File: src/rtl/real_param_tx.sv
// real_param_tx: streams an elaboration-time real as a header, its IEEE-754
// words, a saturated fixed-point image and an XOR checksum over valid/ready.
module real_param_tx #(
  parameter real VALUE  = 2.0,
  parameter int  WORD_W = 16,
  parameter int  FRAC   = 8
) (
  input  logic              clk,
  input  logic              rst,
  input  logic              start_i,
  output logic              busy_o,
  output logic              tx_valid_o,
  input  logic              tx_ready_i,
  output logic [WORD_W-1:0] tx_data_o,
  output logic              tx_last_o,
  output logic              done_o,
  output logic [7:0]        frame_cnt_o
);

  localparam int NW = 64 / WORD_W;

  localparam logic [2:0] S_IDLE = 3'd0;
  localparam logic [2:0] S_HDR  = 3'd1;
  localparam logic [2:0] S_BITS = 3'd2;
  localparam logic [2:0] S_FIX  = 3'd3;
  localparam logic [2:0] S_CSUM = 3'd4;

  if (WORD_W != 8 && WORD_W != 16 &&
      WORD_W != 32 && WORD_W != 64) begin : g_bad_w
    $error("real_param_tx: WORD_W must be 8, 16, 32 or 64");
  end
  if (FRAC < 0 || FRAC >= WORD_W) begin : g_bad_frac
    $error("real_param_tx: FRAC must be in 0..WORD_W-1");
  end

  // Truncate toward zero after saturating in the real domain,
  // so wide words never overflow the integer conversion.
  function automatic logic [63:0] fix_img();
    real    s;
    real    lim;
    longint t;
    s   = VALUE * (2.0 ** FRAC);
    lim = 2.0 ** (WORD_W - 1);
    if (s >= lim)
      return 64'((longint'(1) << (WORD_W - 1)) - 1);
    if (s <= -lim)
      return 64'(-(longint'(1) << (WORD_W - 1)));
    t = longint'(s);
    if (s >= 0.0 && real'(t) > s) t = t - 1;
    if (s < 0.0 && real'(t) < s) t = t + 1;
    return 64'(t);
  endfunction

  localparam logic [63:0]       BITS     = $realtobits(VALUE);
  localparam logic [63:0]       FIX64    = fix_img();
  localparam logic [WORD_W-1:0] FIX_W    = FIX64[WORD_W-1:0];
  localparam logic [WORD_W-1:0] HDR_W    = WORD_W'(NW + 3);
  localparam logic [3:0]        IDX_LAST = 4'(NW - 1);

  function automatic logic [WORD_W-1:0] bits_word(
    input logic [3:0] i
  );
    logic [63:0] sh;
    sh = BITS << (WORD_W * int'(i));
    return sh[63 -: WORD_W];
  endfunction

  logic [2:0]        state_q, state_d;
  logic [3:0]        idx_q, idx_d;
  logic [WORD_W-1:0] csum_q, csum_d;
  logic [WORD_W-1:0] data_q, data_d;
  logic              valid_q, valid_d;
  logic              last_q, last_d;
  logic              busy_q, busy_d;
  logic              done_q, done_d;
  logic [7:0]        cnt_q, cnt_d;
  logic              xfer;

  assign xfer = valid_q && tx_ready_i;

  always_comb begin
    state_d = state_q;
    idx_d   = idx_q;
    csum_d  = csum_q;
    data_d  = data_q;
    valid_d = valid_q;
    last_d  = last_q;
    busy_d  = busy_q;
    done_d  = 1'b0;
    cnt_d   = cnt_q;
    unique case (state_q)
      S_IDLE: begin
        if (start_i) begin
          state_d = S_HDR;
          valid_d = 1'b1;
          data_d  = HDR_W;
          busy_d  = 1'b1;
          csum_d  = '0;
          idx_d   = '0;
        end
      end
      S_HDR: begin
        if (xfer) begin
          csum_d  = csum_q ^ data_q;
          state_d = S_BITS;
          data_d  = bits_word(4'd0);
          idx_d   = '0;
        end
      end
      S_BITS: begin
        if (xfer) begin
          csum_d = csum_q ^ data_q;
          if (idx_q == IDX_LAST) begin
            state_d = S_FIX;
            data_d  = FIX_W;
          end else begin
            idx_d  = idx_q + 4'd1;
            data_d = bits_word(idx_q + 4'd1);
          end
        end
      end
      S_FIX: begin
        if (xfer) begin
          csum_d  = csum_q ^ data_q;
          state_d = S_CSUM;
          data_d  = csum_q ^ data_q;
          last_d  = 1'b1;
        end
      end
      S_CSUM: begin
        if (xfer) begin
          state_d = S_IDLE;
          valid_d = 1'b0;
          data_d  = '0;
          last_d  = 1'b0;
          busy_d  = 1'b0;
          done_d  = 1'b1;
          cnt_d   = cnt_q + 8'd1;
        end
      end
      default: state_d = S_IDLE;
    endcase
  end

  always_ff @(posedge clk or posedge rst) begin
    if (rst) begin
      state_q <= S_IDLE;
      idx_q   <= '0;
      csum_q  <= '0;
      data_q  <= '0;
      valid_q <= 1'b0;
      last_q  <= 1'b0;
      busy_q  <= 1'b0;
      done_q  <= 1'b0;
      cnt_q   <= '0;
    end else begin
      state_q <= state_d;
      idx_q   <= idx_d;
      csum_q  <= csum_d;
      data_q  <= data_d;
      valid_q <= valid_d;
      last_q  <= last_d;
      busy_q  <= busy_d;
      done_q  <= done_d;
      cnt_q   <= cnt_d;
    end
  end

  assign busy_o      = busy_q;
  assign tx_valid_o  = valid_q;
  assign tx_data_o   = data_q;
  assign tx_last_o   = last_q;
  assign done_o      = done_q;
  assign frame_cnt_o = cnt_q;

endmodule
File: config.mk
export PLATFORM = sky130hd
export DESIGN_NAME = real_param_tx
export DESIGN_NICKNAME = d
export VERILOG_FILES = /design/src/rtl/real_param_tx.sv
export SDC_FILE = /design/constraint.sdc
export NUM_CORES = 1
export LEC_CHECK = 0
export ABC_AREA = 1
export CORE_MARGIN = 2
export CORE_UTILIZATION = 45
export CTS_CLUSTER_DIAMETER = 120
export DETAILED_ROUTE_END_ITERATION = 8
export DONT_BUFFER_PORTS = 1
export PLACE_DENSITY = 0.63
export SYNTH_ARGS = -nofsm -noshare
export SYNTH_HDL_FRONTEND = slang
export SYNTH_SLANG_ARGS = --single-unit
File: constraint.sdc
create_clock -name clk -period 4.4 [get_ports clk]
set_input_delay 0.66 -clock clk [delete_from_list [all_inputs] [get_ports clk]]
set_output_delay 0.66 -clock clk [all_outputs]
set_load 0.05 [all_outputs]
== After elaboration in Yosys (flattened, before gate mapping) ==
Index checks and enable logic that the tools add are counted.
Word-level totals
  bits in registers: 50
  bits in latches: 0
  bits in writable memories: 0
  ROM bits: 0
  output and inout port bits: 28
  word-level logic and storage cells: 68
  memories kept: 0
Cells by class
  $add $sub $neg: 2
  multiply operators: 0
  div/mod/pow operators: 0
  magnitude comparators: 0
  eq/ne operators: 13
  shift operators: 1
  muxes and demuxes: 28
  bitwise gates (word level): 1
  reductions and logical operators: 15
Operators with widths (count)
  2-to-1 mux 16 bit: 7
  one-hot mux 16 bit (5 select lines): 1
  left shift 63 x 8 -> 64 bit, first input constant: 1
  one-hot mux 16 bit (2 select lines): 1
  2-to-1 mux 3 bit: 6
  2-to-1 mux 4 bit: 4
  XOR 16 bit: 1
  one-hot mux 3 bit (5 select lines): 1
  != test 2 bit, second input constant: 7
  one-hot mux 4 bit (3 select lines): 1
  AND reduction 6 bit: 2
  AND reduction 3 bit: 3
  adder 8 x 1 -> 8 bit, second input constant: 1
  equality test 3 x 2 -> 1 bit, second input constant: 2
  nonzero test 2 bit: 3
  2-to-1 mux 1 bit: 5
  AND reduction 5 bit: 1
  nonzero test 5 bit: 1
  adder 4 x 1 -> 4 bit, second input constant: 1
  equality test 4 x 2 -> 1 bit, second input constant: 1
  one-hot mux 1 bit (2 select lines): 2
  equality test 3 x 1 -> 1 bit, second input constant: 1
  equality test 3 bit, second input constant: 1
  zero test 3 bit: 1
  5 further kinds: 5

== Logic depth before layout (Yosys ltp) ==
  depth after elaboration: 5
  depth in mapped cells: 9
  gate-level depth less buffers: 9

== Worst setup path before layout ==
No wires, ideal clock.
  path kind: flip-flop to flip-flop
  start point: register busy_o (netlist name)
  end point: register data_q[3], in the netlist tx_data_o[3]
  library setup time: 0.119 ns
  data arrival time: 1.567 ns
  setup slack: 2.713 ns
  stages on the path, launching flop included: 9
  buffers on the path: 1
  clock period less this slack: 1.687 ns
  path through: dfrtp_1 nand2_1 nand3_1 nand2_1 inv_2 nand2_4 buf_8 nand2_2 o21ai_2
RTL lines
  end signal: assignment: line 160  | data_q <= data_d;
  end: declaration: line 71  | logic [WORD_W-1:0] data_q, data_d;

==> results.md <==
* Status: completed
* Starting DRT DRC Count at 73
* CTS Buf Count at 5
* Post-CTS Hold Buffers at 0
* Vias in the first global route at 1849
* Drt drc at 0
* Final setup vio count at 0
* Placed cells at 383
* Worst R2R End: csum_q[14]
* Tcrit/Tclk final at 0.574
* Clock Tree Buf Depth at 2
* Buffer count from post-CTS setup fixing at 0
* Worst path arrival time at 2.75 ns
* Largest family of logic cells by synthesized area: simple AND/OR/NAND/NOR gates
* FF+latch count, synth at 50
* CP max-delay cell: dfrtp_1
* Crit path largest cell delay at 0.95 ns
* Post-Syn Nets at 323
* Clock Pin Slew Worst Setup and Hold Paths at 0.09 ns
* CP endpoint kind: flop
* Final count of hold timing violations at 0
* Cell area after synthesis at 2690 um^2
* Cell variety after synth at 27
* Worst VDD drop at 0.000422 V
* Fill cell count at 578
* DR vias/cell at 4.83
* Antenna diodes at 0
* Net count, final at 321
* Fmax at 396 MHz
* Post-route insts no fill at 391
* Rows at 28
* Most frequent cells in the layout: 95 x nand2_1, 50 x dfrtp_1, 39 x inv_1
* CTS tree: built
* Pre-CTS setup slack at 1.89 ns
* Post-Syn Instances at 317
* Core area at 5850 um^2
* Post-Synth Adder-Cell Area at 0.00929
* Setup TNS at 0 ns
* Multiplexer share of the synthesized area at 0
* Worst-path cell chain: nand2_1 -> o21ai_4 -> nand3_1 -> o21ai_2
* Worst-skew pair later-pin latency at 0.30 ns
* First-pass GRT wire length at 8.27 mm
* Worst-path fanout max at 32
* Hpwl dp at 3.22 mm
* RSZ-0062 raised after global routing: no
* Routed vias at 1888
* Post-DRT Antenna Nets at 0
* IO buf count at 0
* Cell family with the largest share of critical-path delay: flip-flops
* Leak at 1.42 nW
* Final core occ at 0.474
* Simple-Gate Fraction of Synth Area at 0.262
* Final max-slew violation count at 0
* GRT overflow at 0
* XOR/XNOR Fraction of Synth Area at 0.0651
* Crit path time final at 2.53 ns
* Seq/Total Area, Yosys at 0.465
* FF-to-FF setup slack at 1.87 ns
* Starting Density at 0.460
* Share of cells above drive strength 1 at 0.152
* Wire per inst at 12.3 um
* Clock Root Buffer: clkbuf_8
* Largest net degree at the start of global routing at 51
* GPL Wtd Cong at 0.800
* FF-to-FF Start: busy_o
* Gr usage total at 0.159
* Crit path launch type: flop
* Post-cts resize count at 0
* CP Class: reg2reg
* Total power at 2.00 mW
* CP Buf/Inv Count at 0
* Layout area overhead at 3.07%
* Critical path depth at 4
* IO Pins at 32
* Die Y at 81.4 um
* Die area at 6620 um^2
* Slew @ Worst Pin at 1.03 ns
* WP data required at 4.63 ns
* Worst Hold Class: in2async
* Complex-gate fraction of the synthesized area at 0.102
* Initial DRT Pass Iterations at 4
* Maxcap violations at 0
* Reg2reg path depth at 4
* Ys Warns at 0
* Skew final at 0.0100 ns
* Worst setup margin at 1.87 ns
* DIE WIDTH at 81.4 um
* Commonest non-fill, non-tap cell in the layout: nand2_1
* H-tree depth at 2
* Power per Cell Area at 720 nW/um^2
* Relative slew slack at 0.314
* Clock sink total at 50
* WL final at 4.81 mm
* Avg Cell Area, Syn at 8.49 um^2
* Initial antenna violation count at 0
stage by stage:
stage                     area [um^2]  hold slack [ns]
after floorplan                  2690            0.488
final                            2780            0.481
after detailed placement         2690            0.516
after global routing             2780            0.570
after CTS                        2780            0.529
after global placement           2690            0.514
where the power goes:
part	internal [mW]	switching (mW)	total (mW)
clock	0.113	0.155	0.268
sequential	0.591	0.354	0.944
combinational	0.238	0.547	0.785
total	0.941	1.06	2.00
how the worst max path moves through the flow:
stage	startpoint	end
4_1_cts	busy_o	csum_q[14]
2_1_floorplan	rst	busy_o
3_5_place_dp	busy_o	csum_q[14]
6_report	busy_o	csum_q[14]
5_1_grt	busy_o	csum_q[14]
3_3_place_gp	busy_o	csum_q[12]
final cells by class:
cell class,instances,area (um^2),share of cell area
Clock buffer,6,72.6,0.0261
Clock inverter,2,13.8,0.00496
Inverter,44,165,0.0595
Multi-Input combinational cell,214,1180,0.425
Sequential cell,50,1250,0.451
Tap cell,75,93.8,0.0338
synth_stat cells, drive strengths merged:
cell | count | area share
xor2 | 17 | 0.055
xnor2 | 3 | 0.0098
nand3b | 2 | 0.0056
nand3 | 27 | 0.058
nand4 | 5 | 0.012
buf | 8 | 0.033
clkbuf | 1 | 0.0028
a21oi | 2 | 0.0037
inv | 44 | 0.061
ha | 2 | 0.0093
dfrtp | 50 | 0.46
nand2 | 103 | 0.15
o21ai | 34 | 0.095
o21bai | 1 | 0.0028
nor2 | 17 | 0.030
nor3 | 1 | 0.0019
worst register-to-register path, delay by kind of cell, from the launching register on:
family / cells / cell delay (ns)
AOI/OAI and AO/OA: 2 / 0.91
and+or+nand+nor: 2 / 0.60
DFF: 1 / 0.95
cells by family after synthesis:
family / Yosys count
xor+xnor: 20
buf+inv: 53
simple gates: 155
fa+ha+maj: 2
compound gates: 37
flops: 50
metal layers:
layer,part of all wire,vias to the layer above,global-route usage
li1,-,979,-
met1,0.49,871,0.211
met2,0.46,34,0.257
met3,0.046,4,0.0467
met4,0.0065,0,0.0390
met5,0,-,0
sequential cells by signal, summed over array words and instances, names as in the netlist:
name and cells:
busy_o 1, tx_last_o 1, frame_cnt_o 8, tx_data_o 16, idx_q 4, done_o 1, state_q 3, csum_q 16
Note: power is estimated with default switching activity, not from simulation.
